[src/rtl/lab7_pkg.sv]
// Shared constants for the detection-count display: digit count, active-low
// seven-segment codes {g,f,e,d,c,b,a}, and the BCD digit increment helper.
package lab7_pkg;

  localparam int unsigned NUM_DIGITS = 4;

  localparam logic [6:0] SEG_0     = 7'b1000000;
  localparam logic [6:0] SEG_1     = 7'b1111001;
  localparam logic [6:0] SEG_2     = 7'b0100100;
  localparam logic [6:0] SEG_3     = 7'b0110000;
  localparam logic [6:0] SEG_4     = 7'b0011001;
  localparam logic [6:0] SEG_5     = 7'b0010010;
  localparam logic [6:0] SEG_6     = 7'b0000010;
  localparam logic [6:0] SEG_7     = 7'b1111000;
  localparam logic [6:0] SEG_8     = 7'b0000000;
  localparam logic [6:0] SEG_9     = 7'b0010000;
  localparam logic [6:0] SEG_BLANK = 7'b1111111;

  localparam logic [3:0] AN_IDLE   = 4'b1111;

  typedef enum logic [1:0] {
    DIG_ONES      = 2'd0,
    DIG_TENS      = 2'd1,
    DIG_HUNDREDS  = 2'd2,
    DIG_THOUSANDS = 2'd3
  } dig_sel_e;

  // Returns {carry_out, next_digit}; 9 rolls to 0 with carry.
  function automatic logic [4:0] bcd_digit_inc(input logic [3:0] d);
    logic [4:0] r;
    if (d >= 4'd9) r = {1'b1, 4'd0};
    else           r = {1'b0, d + 4'd1};
    return r;
  endfunction

endpackage

[src/rtl/seg7_decode.sv]
// Combinational BCD nibble to active-low seven-segment pattern; non-BCD
// nibbles blank the digit.
module seg7_decode
  import lab7_pkg::*;
(
  input  logic [3:0] bcd_i,
  output logic [6:0] seg_o
);

  always_comb begin
    seg_o = SEG_BLANK;
    case (bcd_i)
      4'd0:    seg_o = SEG_0;
      4'd1:    seg_o = SEG_1;
      4'd2:    seg_o = SEG_2;
      4'd3:    seg_o = SEG_3;
      4'd4:    seg_o = SEG_4;
      4'd5:    seg_o = SEG_5;
      4'd6:    seg_o = SEG_6;
      4'd7:    seg_o = SEG_7;
      4'd8:    seg_o = SEG_8;
      4'd9:    seg_o = SEG_9;
      default: seg_o = SEG_BLANK;
    endcase
  end

endmodule

[src/rtl/mealy_count_display.sv]
// Counts registered detector hits in a 4-digit BCD counter with sticky wrap
// flag, and scans the count onto a multiplexed active-low 7-segment display.
module mealy_count_display
  import lab7_pkg::*;
#(
  parameter int unsigned REFRESH_DIV = 100000
) (
  input  logic        clk,
  input  logic        reset,
  input  logic        z,
  output logic [15:0] count_bcd,
  output logic        ovf,
  output logic [3:0]  an,
  output logic [6:0]  seg
);

  localparam int unsigned REF_W = (REFRESH_DIV > 2) ? $clog2(REFRESH_DIV) : 1;
  localparam logic [REF_W-1:0] REF_LAST = REF_W'(REFRESH_DIV - 1);

  logic             z_q;
  logic [15:0]      count_q, count_d;
  logic             ovf_q, ovf_d;
  logic [REF_W-1:0] ref_cnt_q, ref_cnt_d;
  dig_sel_e         dig_sel_q, dig_sel_d;
  logic             ref_tc;
  logic             carry;
  logic [4:0]       inc;
  logic [3:0]       nibble;

  // Ripple the +1 through all digits in one cycle; carry out of the top digit
  // is the 9999 -> 0000 wrap.
  always_comb begin
    count_d = count_q;
    ovf_d   = ovf_q;
    carry   = z_q;
    inc     = '0;
    for (int unsigned i = 0; i < NUM_DIGITS; i++) begin
      if (carry) begin
        inc                = bcd_digit_inc(count_q[4*i +: 4]);
        count_d[4*i +: 4]  = inc[3:0];
        carry              = inc[4];
      end
    end
    if (carry) ovf_d = 1'b1;
  end

  always_comb begin
    ref_tc    = (ref_cnt_q == REF_LAST);
    ref_cnt_d = ref_tc ? '0 : ref_cnt_q + 1'b1;
    dig_sel_d = dig_sel_q;
    if (ref_tc) begin
      case (dig_sel_q)
        DIG_ONES:      dig_sel_d = DIG_TENS;
        DIG_TENS:      dig_sel_d = DIG_HUNDREDS;
        DIG_HUNDREDS:  dig_sel_d = DIG_THOUSANDS;
        DIG_THOUSANDS: dig_sel_d = DIG_ONES;
        default:       dig_sel_d = DIG_ONES;
      endcase
    end
  end

  always_ff @(posedge clk) begin
    if (reset) begin
      z_q       <= 1'b0;
      count_q   <= '0;
      ovf_q     <= 1'b0;
      ref_cnt_q <= '0;
      dig_sel_q <= DIG_ONES;
    end else begin
      z_q       <= z;
      count_q   <= count_d;
      ovf_q     <= ovf_d;
      ref_cnt_q <= ref_cnt_d;
      dig_sel_q <= dig_sel_d;
    end
  end

  always_comb begin
    an     = AN_IDLE;
    nibble = count_q[3:0];
    case (dig_sel_q)
      DIG_ONES:      begin an = 4'b1110; nibble = count_q[3:0];   end
      DIG_TENS:      begin an = 4'b1101; nibble = count_q[7:4];   end
      DIG_HUNDREDS:  begin an = 4'b1011; nibble = count_q[11:8];  end
      DIG_THOUSANDS: begin an = 4'b0111; nibble = count_q[15:12]; end
      default:       begin an = AN_IDLE; nibble = count_q[3:0];   end
    endcase
  end

  seg7_decode u_seg7_decode (
    .bcd_i (nibble),
    .seg_o (seg)
  );

  assign count_bcd = count_q;
  assign ovf       = ovf_q;

endmodule
[config.mk]
export PLATFORM = sky130hd
export DESIGN_NAME = mealy_count_display
export DESIGN_NICKNAME = d
export VERILOG_FILES = /design/src/rtl/lab7_pkg.sv /design/src/rtl/seg7_decode.sv /design/src/rtl/mealy_count_display.sv
export SDC_FILE = /design/constraint.sdc
export NUM_CORES = 1
export LEC_CHECK = 0
export CORE_MARGIN = 2
export CORE_UTILIZATION = 54
export DETAILED_ROUTE_END_ITERATION = 12
export HOLD_SLACK_MARGIN = 0.02
export PLACE_DENSITY = 0.81
export SKIP_LAST_GASP = 1
export SLEW_MARGIN = 10
export SYNTH_ARGS = -nofsm -noshare
export SYNTH_HDL_FRONTEND = slang
export SYNTH_SLANG_ARGS = --single-unit
export TNS_END_PERCENT = 20
[constraint.sdc]
create_clock -name clk -period 3.4 [get_ports clk]
set_clock_uncertainty 0.1 [all_clocks]
set_input_delay 1.02 -clock clk [delete_from_list [all_inputs] [get_ports clk]]
set_output_delay 1.02 -clock clk [all_outputs]
set_load 0.02 [all_outputs]
==> flow_summary.ini <==
[run_status]
status = finished clean

[floorplan]
fp.coreArea_mm2 = 0.00372
io-pin-count = 31
initial_core_util_pct = 57.1
fp.dieW_um = 66.7
die_h_um = 66.7
dieArea_mm2 = 0.00445
rows = 22

[placed_design]
place_congestion = 0.919
placed_area_mm2 = 0.00256
dpl.hpwl_mm = 3.44
portBuffers = 30
place_ws_ps = -69.8

[yosys]
syn_area_per_cell_um2 = 8.85
synthMostInstantiatedCell = dfxtp_1
synth_flop_cell = dfxtp_1
netlist_instances = 240
synth_seq_cells = 37
ys_types = 42
yosysWarnings = 0
synth_top_cell_by_area = dfxtp_1
seq_area_frac_synth_pct = 34.9
synthesis.area_mm2 = 0.00212
synth_area_leaders = dfxtp_1, ha_1, xor2_1
yosys.area.top_type_share_pct = 34.9
synth_common_cells = dfxtp_1, nor2_1, inv_1, ha_1, a21oi_1
synth_nets = 263
async_reset_ff_share_pct = 0
synth_edf_count = 0

[routing]
vias_per_cell = 5.66
drtIter0Drc = 201
drc_errors = 0
totalWireLength_mm = 4.73
detail-route-antenna-nets = 0
firstDrtPassIters = 7
vias = 1908
post_drt_wl_per_cell_um = 14.0

[timing]
tightest_slew_ps = 620
slew_headroom_pct = 58.3
setup_viol = 0
finalMaxSlewViolations = 0
finalCritPeriodShare_pct = 97.3
fmax_mhz = 302
rsz0062_at_grt = yes
post-route-min-period_ps = 3310
worst_slack_ps = 93.3
hold_viol_final = 0

[grt]
antenna_found_initial = 0
grt-ovfl-total = 0
grt_max_degree = 23
grt_pass1_wl_mm = 8.09
track_usage_pct = 23.8
grt_pass1_vias = 1827

[finish]
stdcell_area_mm2 = 0.00268
nFillCells = 309
nNetsFinal = 311
utilization_pct = 72.2
diodes = 0
synthToLayoutAreaGrowth_pct = 26.3
drive_gt1_share_pct = 17.3

[clock_tree]
tritoncts = built
path_clk_slew_ps = 80
clock_path_buffers = 2
htreeDepth = 2
cts_root_buf = clkbuf_8
cts_buffers = 5
clk_latency_ps = 290
cts_hold_buf = 0
clock_sinks = 37

[power_and_ir_drop]
power.total_uw = 878
vdd.ir_drop.worst_mv = 0.218
p_leak_nw = 1.04
power_density_mw_per_mm2 = 327

[setup_path]
worstPathArrival_ps = 2190
reg2reg_to = count_bcd[15]$_SDFFE_PP0P_
rrSetupSlack_ps = 1170
cp-end-kind = output port
start_kind = flip-flop
critPathLaunch = dig_sel_q[0]$_SDFFE_PP0N_
cp_data_required_time_ps = 2280
critPathKind = flip-flop to output port
cp-endpoint = seg[4]
crit_fanout = 5
reg2reg_from = count_bcd[0]$_SDFFE_PP0P_
reg2reg_depth = 6

[hold_path]
hp-class = flip-flop to flip-flop

[flow_run]
maxCapViolations = 0
[cells by family (layout without fill, tap and decap cells)]
group / after synthesis / count (layout) / synth area share (%)
adder cells (fa/ha/maj): 20 / 20 / 11.8
AND/OR/NAND/NOR: 89 / 89 / 24.0
buffers and inverters: 30 / 79 / 6.19
flip-flops: 37 / 37 / 34.9
multiplexers: 10 / 10 / 4.83
XOR/XNOR: 17 / 17 / 7.01
AO/OA/AOI/OAI: 37 / 37 / 11.3
[worst min-delay path by stage]
| stage | start | end | cells after the start |
|---|---|---|---|
| floorplan | ref_cnt_q[0]$_SDFF_PP0_ | ref_cnt_q[0]$_SDFF_PP0_ | 1 |
| global placement | ref_cnt_q[0]$_SDFF_PP0_ | ref_cnt_q[0]$_SDFF_PP0_ | 1 |
| detailed placement | ref_cnt_q[0]$_SDFF_PP0_ | ref_cnt_q[0]$_SDFF_PP0_ | 1 |
| CTS | ref_cnt_q[0]$_SDFF_PP0_ | ref_cnt_q[0]$_SDFF_PP0_ | 1 |
| global route | ref_cnt_q[0]$_SDFF_PP0_ | ref_cnt_q[0]$_SDFF_PP0_ | 1 |
| finish | ref_cnt_q[0]$_SDFF_PP0_ | ref_cnt_q[0]$_SDFF_PP0_ | 1 |
[through the flow]
step           cells  TNS [ps]  hold slack (ps)
4_1_cts          337     -81.2              365
2_1_floorplan    240         0              326
3_5_place_dp     327      -105              347
3_3_place_gp     327     -4.77              340
5_1_grt          337      -187              383
6_report         337         0              368
[critical path: stages, from the launching register on]
cell	delay, ps
dfxtp_1	330
inv_1	60
buf_4	130
ha_1	210
inv_2	100
buf_4	160
mux2i_2	360
a211oi_1	140
a31oi_1	210
clkbuf_2	210
[cell type report]
type                            instances  area, um^2  share of cell area [%]
Inverter                               22        82.6                    3.08
Clock buffer                            6        72.6                    2.71
Tap cell                               48        60.1                    2.24
Timing Repair Buffer                   49         408                    15.2
Multi-Input combinational cell        173        1280                    47.6
Sequential cell                        37         742                    27.7
Clock inverter                          2        38.8                    1.45
[metal layers]
layer  global-route usage [%]  wire, um  up-vias
met5                        0         0        -
met4                     7.91        58        0
met3                     4.05       234        9
met2                     42.6      2300       64
met1                     28.6      2140      890
li1                         -         -      945
[where the power goes]
part           switching (mW)  internal (mW)
registers             0.00625          0.438
logic                  0.0371         0.0235
clock network           0.153          0.220
total                   0.196          0.682
[state kept, by name, indices dropped and copies added, names as in the netlist]
name	count
count_bcd	16
dig_sel_q	2
ref_cnt_q	17
z_q	1
ovf	1
[layout by cell type, fill, tap and decap left out, drive strengths merged, types with 3 or more instances in the layout]
master / n
or3: 3
xor2: 11
ha: 20
and2: 5
inv: 22
buf: 20
nor2: 22
xnor2: 6
nand4: 12
clkdlybuf4s50: 23
a21oi: 14
a31oi: 3
dfxtp: 37
a211oi: 4
nor3: 10
o21ai: 8
or3b: 3
and4: 5
clkbuf: 12
nand3: 10
nand2: 9
a222oi: 4
mux2i: 8
[timing repair]
item                                    in CTS  in global routing
resized for setup                           16                 18
endpoints found under the setup margin       7                  7
buffers inserted                             2                  0
pin swaps                                    4                  2
Power figures use the tool's default switching activity.
